[config.mk]
export PLATFORM = sky130hd
export DESIGN_NAME = conv_enc_framer
export DESIGN_NICKNAME = d
export VERILOG_FILES = /design/src/rtl/conv_enc_framer.sv
export SDC_FILE = /design/constraint.sdc
export NUM_CORES = 1
export LEC_CHECK = 0
export ABC_AREA = 0
export CORE_MARGIN = 2
export CORE_UTILIZATION = 49
export DETAILED_ROUTE_END_ITERATION = 12
export HOLD_SLACK_MARGIN = 0.06
export PLACE_DENSITY = 0.7
export SLEW_MARGIN = 20
export SYNTH_ARGS = -nofsm -noshare
export SYNTH_HDL_FRONTEND = slang
export SYNTH_SLANG_ARGS = --single-unit
[constraint.sdc]
create_clock -name clk -period 2.31 [get_ports clk]
set_input_delay 0.3465 -clock clk [delete_from_list [all_inputs] [get_ports clk]]
set_output_delay 0.3465 -clock clk [all_outputs]
set_load 0.03 [all_outputs]
[src/rtl/conv_enc_framer.sv]
// conv_enc_framer: rate-1/2 K=3 convolutional encoder that builds zero-tailed frames
// from a valid/ready bit stream and emits one coded bit per clock with frame strobes.
module conv_enc_framer #(
    parameter int         FRAME_BITS = 7,
    parameter int         TAIL_BITS  = 2,
    parameter logic [2:0] G0         = 3'b111,
    parameter logic [2:0] G1         = 3'b101
) (
    input  logic clk,
    input  logic reset,
    input  logic din,
    input  logic din_valid,
    output logic din_ready,
    output logic dout,
    output logic dout_valid,
    output logic frm_start,
    output logic frm_end,
    output logic busy
);
    localparam int P  = FRAME_BITS - TAIL_BITS;
    localparam int BW = $clog2(2 * FRAME_BITS);
    localparam int CW = $clog2(P + 1);

    typedef enum logic {IDLE, ENC} state_t;

    state_t          state_q, state_d;
    logic [P-1:0]    col_q, col_d, act_q, act_d, col_acc;
    logic [CW-1:0]   cnt_q, cnt_d, cnt_acc;
    logic [BW-1:0]   bit_q, bit_d;
    logic [1:0]      enc_q, enc_d;
    logic            dout_q, dout_d, dv_q, dv_d, fs_q, fs_d, fe_q, fe_d;
    logic [FRAME_BITS-1:0] info;
    logic [2:0]      v;
    logic            accept, eof, load, u, code;

    assign din_ready  = cnt_q < CW'(P);
    assign busy       = state_q == ENC;
    assign dout       = dout_q;
    assign dout_valid = dv_q;
    assign frm_start  = fs_q;
    assign frm_end    = fe_q;

    always_comb begin
        accept  = din_valid & din_ready;
        col_acc = accept ? {din, col_q[P-1:1]} : col_q;
        cnt_acc = cnt_q + CW'(accept);
        eof     = bit_q == BW'(2 * FRAME_BITS - 1);
        // a bit accepted on the reload edge may complete the next frame
        load    = (cnt_acc == CW'(P)) && (state_q == IDLE || eof);
        info    = {{TAIL_BITS{1'b0}}, act_q};
        u       = info[bit_q[BW-1:1]];
        v       = {u, enc_q};
        code    = bit_q[0] ? ^(v & G1) : ^(v & G0);
        state_d = state_q;
        col_d   = col_acc;
        cnt_d   = cnt_acc;
        act_d   = act_q;
        bit_d   = bit_q;
        enc_d   = enc_q;
        dout_d  = 1'b0;
        dv_d    = 1'b0;
        fs_d    = 1'b0;
        fe_d    = 1'b0;
        if (state_q == ENC) begin
            dout_d  = code;
            dv_d    = 1'b1;
            fs_d    = bit_q == '0;
            fe_d    = eof;
            enc_d   = bit_q[0] ? {u, enc_q[1]} : enc_q;
            bit_d   = eof ? '0 : bit_q + 1'b1;
            state_d = eof ? IDLE : ENC;
        end
        if (load) begin
            act_d   = col_acc;
            cnt_d   = '0;
            enc_d   = '0;
            bit_d   = '0;
            state_d = ENC;
        end
    end

    always_ff @(posedge clk or posedge reset) begin
        if (reset) begin
            state_q <= IDLE;
            col_q   <= '0;
            cnt_q   <= '0;
            act_q   <= '0;
            bit_q   <= '0;
            enc_q   <= '0;
            dout_q  <= 1'b0;
            dv_q    <= 1'b0;
            fs_q    <= 1'b0;
            fe_q    <= 1'b0;
        end else begin
            state_q <= state_d;
            col_q   <= col_d;
            cnt_q   <= cnt_d;
            act_q   <= act_d;
            bit_q   <= bit_d;
            enc_q   <= enc_d;
            dout_q  <= dout_d;
            dv_q    <= dv_d;
            fs_q    <= fs_d;
            fe_q    <= fe_d;
        end
    end
endmodule

==> results of run 1 <==
## layer usage
| metal | vias to the layer above | part of all wire | GRT usage |
|---|---|---|---|
| met5 | - | 0 | 0 |
| met4 | 0 | 0.020 | 0.05702 |
| met3 | 4 | 0.023 | 0.03509 |
| met2 | 9 | 0.46 | 0.2714 |
| met1 | 333 | 0.50 | 0.2264 |
| li1 | 353 | - | - |
## synthesized netlist by cell type, types with 2 or more instances
library cell  count
clkbuf_1          3
nand3_1           2
mux2i_1           2
inv_1             7
nor3_1            5
mux2_2           10
o31ai_1           2
ha_1              5
dfrtp_1          24
xnor2_1           2
o21ai_0           6
nor2_1            2
nand2_1           5
a21oi_1           4
## final cells by class
type,instances,area [µm²],area share
multi-input combinational,56,473.0,0.3600
tap,28,35.03,0.02667
timing repair buffer,16,142.6,0.1086
sequential,24,600.6,0.4571
inverter,7,26.28,0.02000
clock buffer,4,36.28,0.02762
## power breakdown
part	internal [mW]	leakage (nW)	total (mW)	switching [mW]
Clock	0.0960	0.0210	0.219	0.123
Sequential	0.616	0.290	0.787	0.170
Combinational	0.430	0.275	0.876	0.446
## per-stage QoR
step	setup TNS (ps)	worst slack (ps)	power, mW	hold slack (ps)	instance area, µm²
floorplan	-106.1	-21.21	1.406	361.1	1116
global placement	-81.65	-22.62	1.647	483.8	1277
detailed placement	-302.5	-61.61	1.674	491.2	1277
CTS	0	200.2	1.893	384.6	1314
global route	0	97.57	2.024	400.2	1314
finish	0	205.4	1.882	370.3	1314
## kinds of logic after synthesis
family / after synthesis / synth area share
adder cells (fa/ha/maj): 5 / 0.05675
AO/OA/AOI/OAI: 18 / 0.1249
flip-flops: 24 / 0.5448
multiplexers: 12 / 0.1203
AND/OR/NAND/NOR: 19 / 0.09877
XOR/XNOR: 2 / 0.01589
buffers and inverters: 11 / 0.03859
## layout by cell type (no fill, tap or decap), drive strengths merged
| master | instances |
|---|---|
| ha | 5 |
| nor3 | 5 |
| o21ba | 1 |
| clkdlybuf4s50 | 9 |
| o21ai | 6 |
| a21oi | 4 |
| or4 | 1 |
| a32o | 1 |
| xnor2 | 2 |
| nand3 | 3 |
| nor2b | 1 |
| inv | 7 |
| o31ai | 2 |
| a21o | 1 |
| clkbuf | 4 |
| nand4 | 1 |
| nand2 | 5 |
| o31a | 1 |
| a311oi | 1 |
| mux2i | 2 |
| dfrtp | 24 |
| buf | 7 |
| nor2 | 2 |
| a2111oi | 1 |
| mux2 | 10 |
| and4 | 1 |
## critical path, cell delays in order (launching register included)
cell and delay (ps):
dfrtp_1 440, o21ai_4 80, nand2_2 70, inv_1 40
ha_1 170, ha_1 320, a2111oi_4 360, buf_4 200
mux2_2 330
## worst max-delay path by stage
| stage | from | endpoint | slack [ps] | cells past startpoint |
|---|---|---|---|---|
| 2_1_floorplan | cnt_q[0]$_DFF_PP0_ | act_q[0]$_DFFE_PP0P_ | -20 | 7 |
| 3_3_place_gp | din_valid | act_q[4]$_DFFE_PP0P_ | -20 | 8 |
| 3_5_place_dp | din_valid | act_q[3]$_DFFE_PP0P_ | -60 | 8 |
| 4_1_cts | cnt_q[0]$_DFF_PP0_ | act_q[4]$_DFFE_PP0P_ | 200 | 8 |
| 5_1_grt | cnt_q[0]$_DFF_PP0_ | act_q[1]$_DFFE_PP0P_ | 100 | 8 |
| 6_report | cnt_q[2]$_DFF_PP0_ | act_q[4]$_DFFE_PP0P_ | 210 | 8 |
## state kept, by name, summed over array words and instances, names as in the netlist
name and flops:
act_q 5, bit_q 4, busy 1, cnt_q 3
col_q 5, dout 1, dout_valid 1, enc_q 2
frm_end 1, frm_start 1
==> results.md, run 1 <==
* Synth area leaders: dfrtp_1 54%, mux2_2 10%, ha_1 5.7%
* Hold-fix buffers, CTS at 0
* Root buffer cell: clkbuf_4
* Fmax at 475.2 MHz
* Antenna Nets Post-Route at 0
* Post-CTS sizing at 0
* Max FO, Critical Path at 5
* Initial Utilization at 0.5081
* Clk sink count at 24
* CP startpoint kind: register
* Status: finished, final reports clean
* Area delta synth->final at 19.18%
* Vias at 699
* GRT Util Overall at 0.1689
* Critical path arrival at 2310 ps
* Filler Cells Inserted at 195
* Via density at 5.178
* Synth Flop Type: dfrtp_1
* Drt wl/cell at 13.77 µm
* Initial antenna violation count at 0
* Number of synthesized flops with an enable pin at 0
* Hold Crit Class: primary input to async pin
* # diodes at 0
* Row count at 17
* Number of global-route vias before repair at 691
* Final slew viol count at 0
* CTS tree: built
* Final Util at 0.6055
* Seq/Total Area, Yosys at 0.5448
* Routability cong. at 0.8234
* CTS clk-pin slew, worst paths at 130 ps
* Crit path kind: register to register
* Post-CTS Setup Bufs at 0
* Nets@finish at 117
* DP Cell Count at 131
* Yosys top cell by area: dfrtp_1
* Highest ir drop seen on vdd at 0.8023 mV
* CTS Buf Count at 3
* Leakage power at 0.5861 nW
* Top-area cell type share of the netlist area at 0.5448
* Grt total ovfl at 0
* Max_cap viols at 0
* Slew HR at 0.7211
* Clock Tree Buf Depth at 2
* Unrepaired setup endpoints after global routing: no
* Mean area per synthesized cell at 12.11 µm²
* Fin. Hold Viols at 0
* #FFs+latches synth at 24
* Cell Area, Synth at 1102 µm²
* Starting DRT DRC Count at 12
* HPWL after DPL at 1.360 mm
* Final setup fails at 0
* PwrDens at 1433 nW/µm²
* Worst Path Required at 2510 ps
* Net count after synthesis at 100
* Slew @ Worst Pin at 418.4 ps
* Setup Skew at 0.7628 ps
* Cell count after synthesis at 91
* Largest net degree at the start of global routing at 25
* Die Wd at 51.43 µm
* Die Y at 51.43 µm
* R2r setup slk at 210 ps
* Tmin final at 2105 ps
* CORE AREA at 2170 µm²
* Post-route DRC violation count at 0
* Port bufs at 9
* R2R Path Start: cnt_q[2]$_DFF_PP0_
* Post-Route WL at 1.859 mm
* Drt pass-1 iters at 3
* Worst R2R End: act_q[4]$_DFFE_PP0P_
* Reg2Reg Depth at 8
* Skew-Pair Late Insertion Delay at 300 ps
* Layout cells sized above 1 at 0.2523
* Htree depth at 1
* IO Count at 10
* Yosys warns at 0
* Final worst path period share at 0.9111
* Crit path capture type: register
* Distinct cells, synth at 26
* Global-route wire length before repair at 3.277 mm
* Ys async rst share at 1.000
* Non-Filler Instances at 135
* Die ar. at 2645 µm²
Note: power is estimated with default switching activity, not from simulation.
==> run 2: changes to the inputs <==
Settings changed: SETUP_SLACK_MARGIN set to 0.5.
==> run 2 against run 1 <==
  * Flip-flop and latch count unchanged
  * Global-route usage up 2.4 points
  * Core utilization up 6.1 points
  * Maximum frequency up 5.9%
  * Die area unchanged
  * Via count up 7.7%
  * Sequential share of layout area down 3.7 points
  * Sequential power up 3%
  * Critical path type unchanged
==> results.md, run 2 (synthesized netlist as in run 1, its figures left out) <==
* Vias at 753 (+7.7%)
* Global-route wire length before repair at 3.684 mm (+12%)
* Routability cong. at 0.8319 (+1.0%)
* Drt pass-1 iters at 4 (+1)
* CP peak stage delay at 450 ps (about the same)
* PwrDens at 1532 nW/µm² (+6.9%)
* Worst Path Required at 2530 ps (+20 ps)
* Largest net degree at the start of global routing at 25 (unchanged)
* Area delta synth->final at 31.10%
* Fin. Hold Viols at 0 (unchanged)
* Final worst path period share at 0.8603 (-0.05075)
* Row count at 17 (unchanged)
* Via density at 5.417 (+4.6%)
* HPWL after DPL at 1.521 mm (+12%)
* Leading cell types in the layout, fill and taps excluded: 19 x dfrtp_1, 9 x buf_4, 7 x clkdlybuf4s50_1
* Final slew viol count at 0 (unchanged)
* CTS clk-pin slew, worst paths at 140 ps (about the same)
* Htree depth at 1 (unchanged)
* Tmin final at 1987 ps (-117.2 ps)
* CORE AREA at 2170 µm² (unchanged)
* Unrepaired setup endpoints after global routing: yes
* Die Wd at 51.43 µm (unchanged)
* Post-route setup slack at 322.7 ps (+117.2 ps)
* Final Total Pwr at 2.214 mW (+18%)
* Post-route DRC violation count at 0 (unchanged)
* Number of global-route vias before repair at 806 (+17%)
* Root buffer cell: clkbuf_4
* Final setup fails at 0 (unchanged)
* Die ar. at 2645 µm² (unchanged)
* Die Y at 51.43 µm (unchanged)
* GR peak layer: met2
* Skew-Pair Late Insertion Delay at 320 ps (+20 ps)
* Met2 usage at 0.3184 (+0.04701)
* CTS tree: built
* CTS Buf Count at 3 (unchanged)
* Most common cell after layout, fill and taps aside: dfrtp_1
* Status: finished, final reports clean
* Hold Crit Class: primary input to async pin
* Max FO, Critical Path at 4 (-1)
* Leakage power at 0.6309 nW (+7.6%)
* Max_cap viols at 0 (unchanged)
* Clock Tree Buf Depth at 2 (unchanged)
* CP dominant cell by count: ha_4
* Critical path arrival at 2210 ps (-100 ps)
* Post-Route WL at 2.086 mm (+12%)
* Starting DRT DRC Count at 16 (+4)
* Crit path capture type: register
* Nets@finish at 121 (+3.4%)
* Grt total ovfl at 0 (unchanged)
* Slew HR at 0.7895 (+0.06845)
* Reg2Reg Depth at 10 (+2)
* Slowest CP cell: dfrtp_2
* Non-Filler Instances at 139 (+3.0%)
* DP Cell Count at 129 (-1.5%)
* CP startpoint kind: register
* Layout cells sized above 1 at 0.3604 (+0.1080)
* Dpl ws at 24.08 ps (+85.69 ps)
* Worst R2R End: bit_q[2]$_DFFE_PP0P_
* GRT Util Overall at 0.1925 (+0.02358)
* Fmax at 503.2 MHz (+5.9%)
* Crit path kind: register to register
* Slew @ Worst Pin at 313.3 ps (-105.1 ps)
* Crit path max-delay family: compound AO/OA/AOI/OAI gates
* Final Util at 0.6661 (+0.06055)
* Setup Skew at 4.288 ps (+3.526 ps)
* Largest regs: act_q: 5 flops, col_q: 5 flops, bit_q: 4 flops
* Clk sink count at 24 (unchanged)
* # diodes at 0 (unchanged)
* M1 GR Usage at 0.2438 (+0.01739)
* Met3 Usage GRT at 0.02924 (-0.005848)
* R2r setup slk at 320 ps (+120 ps)
* CP bufs+invs at 3 (+1)
* Port bufs at 9 (unchanged)
* Initial antenna violation count at 0 (unchanged)
* R2R Path Start: cnt_q[1]$_DFF_PP0_
* Antenna Nets Post-Route at 0 (unchanged)
* Worst path cell trace: o21ai_4 > nand2_4 > inv_2 > ha_4 > ha_4 > buf_4 > buf_6 > o31a_1 > o21ba_4 > o21ai_1
* Highest ir drop seen on vdd at 0.9073 mV (+13%)
* Initial Utilization at 0.5081 (unchanged)
* Drt wl/cell at 15.01 µm (+9.0%)
* IO Count at 10 (unchanged)
-- run 2: cell count changes in the layout (fill, tap and decap cells not counted), moves of 4 or more --
cell | before | now
o21ai_1 | 0 | 4
dfrtp_2 | 0 | 5
o21ai_0 | 5 | 1
mux2_4 | 0 | 5
dfrtp_1 | 24 | 19
mux2_2 | 10 | 5
-- run 2: cell type report --
class	count	area [µm²]
fill	158	724.4
sequential	24	606.8
multi-input combinational	56	546.8
timing repair buffer	20	177.7
tap	28	35.03
clock inverter	1	30.03
inverter	7	26.28
clock buffer	3	22.52
-- run 2: per-layer routing --
metal  share of wire  wire, µm  vias to the layer above
met5               0         0                        -
li1                -         -                      360
met1            0.44       927                      373
met4           0.024        51                        0
met2            0.50      1052                       14
met3           0.026        54                        6
-- run 2: worst min-delay path, delay by kind of cell --
family / cells / cell delay, ps
buf+inv: 3 / 740
-- run 2: what timing repair did --
item	CTS	global route
pin swaps	1	2
gates resized for setup	7	2
endpoints found under the setup margin	14	13
setup buffers	4	2
hold buffers	0	0
-- run 2: worst max path at each step --
stage / from / endpoint / slack, ps / depth (start not counted)
6_report: cnt_q[1]$_DFF_PP0_ / bit_q[2]$_DFFE_PP0P_ / 320 / 10
5_1_grt: cnt_q[0]$_DFF_PP0_ / act_q[4]$_DFFE_PP0P_ / 260 / 8
4_1_cts: cnt_q[1]$_DFF_PP0_ / act_q[2]$_DFFE_PP0P_ / 340 / 8
3_5_place_dp: din_valid / act_q[2]$_DFFE_PP0P_ / 20 / 8
3_3_place_gp: din_valid / act_q[4]$_DFFE_PP0P_ / 60 / 8
2_1_floorplan: cnt_q[0]$_DFF_PP0_ / act_q[0]$_DFFE_PP0P_ / -10 / 7
-- run 2: through the flow --
step	cell area (µm²)	hold WS (ps)	setup TNS, ps
finish	1445	355.0	0
detailed placement	1336	502.5	0
floorplan	1190	361.1	-62.82
global placement	1336	486.8	0
global route	1445	383.9	0
CTS	1425	363.5	0
-- run 2: power breakdown --
part | leakage [nW] | internal, mW | switching, mW
clock network | 0.0279 | 0.175 | 0.131
registers | 0.285 | 0.625 | 0.182
logic | 0.318 | 0.581 | 0.521
total | 0.631 | 1.38 | 0.833
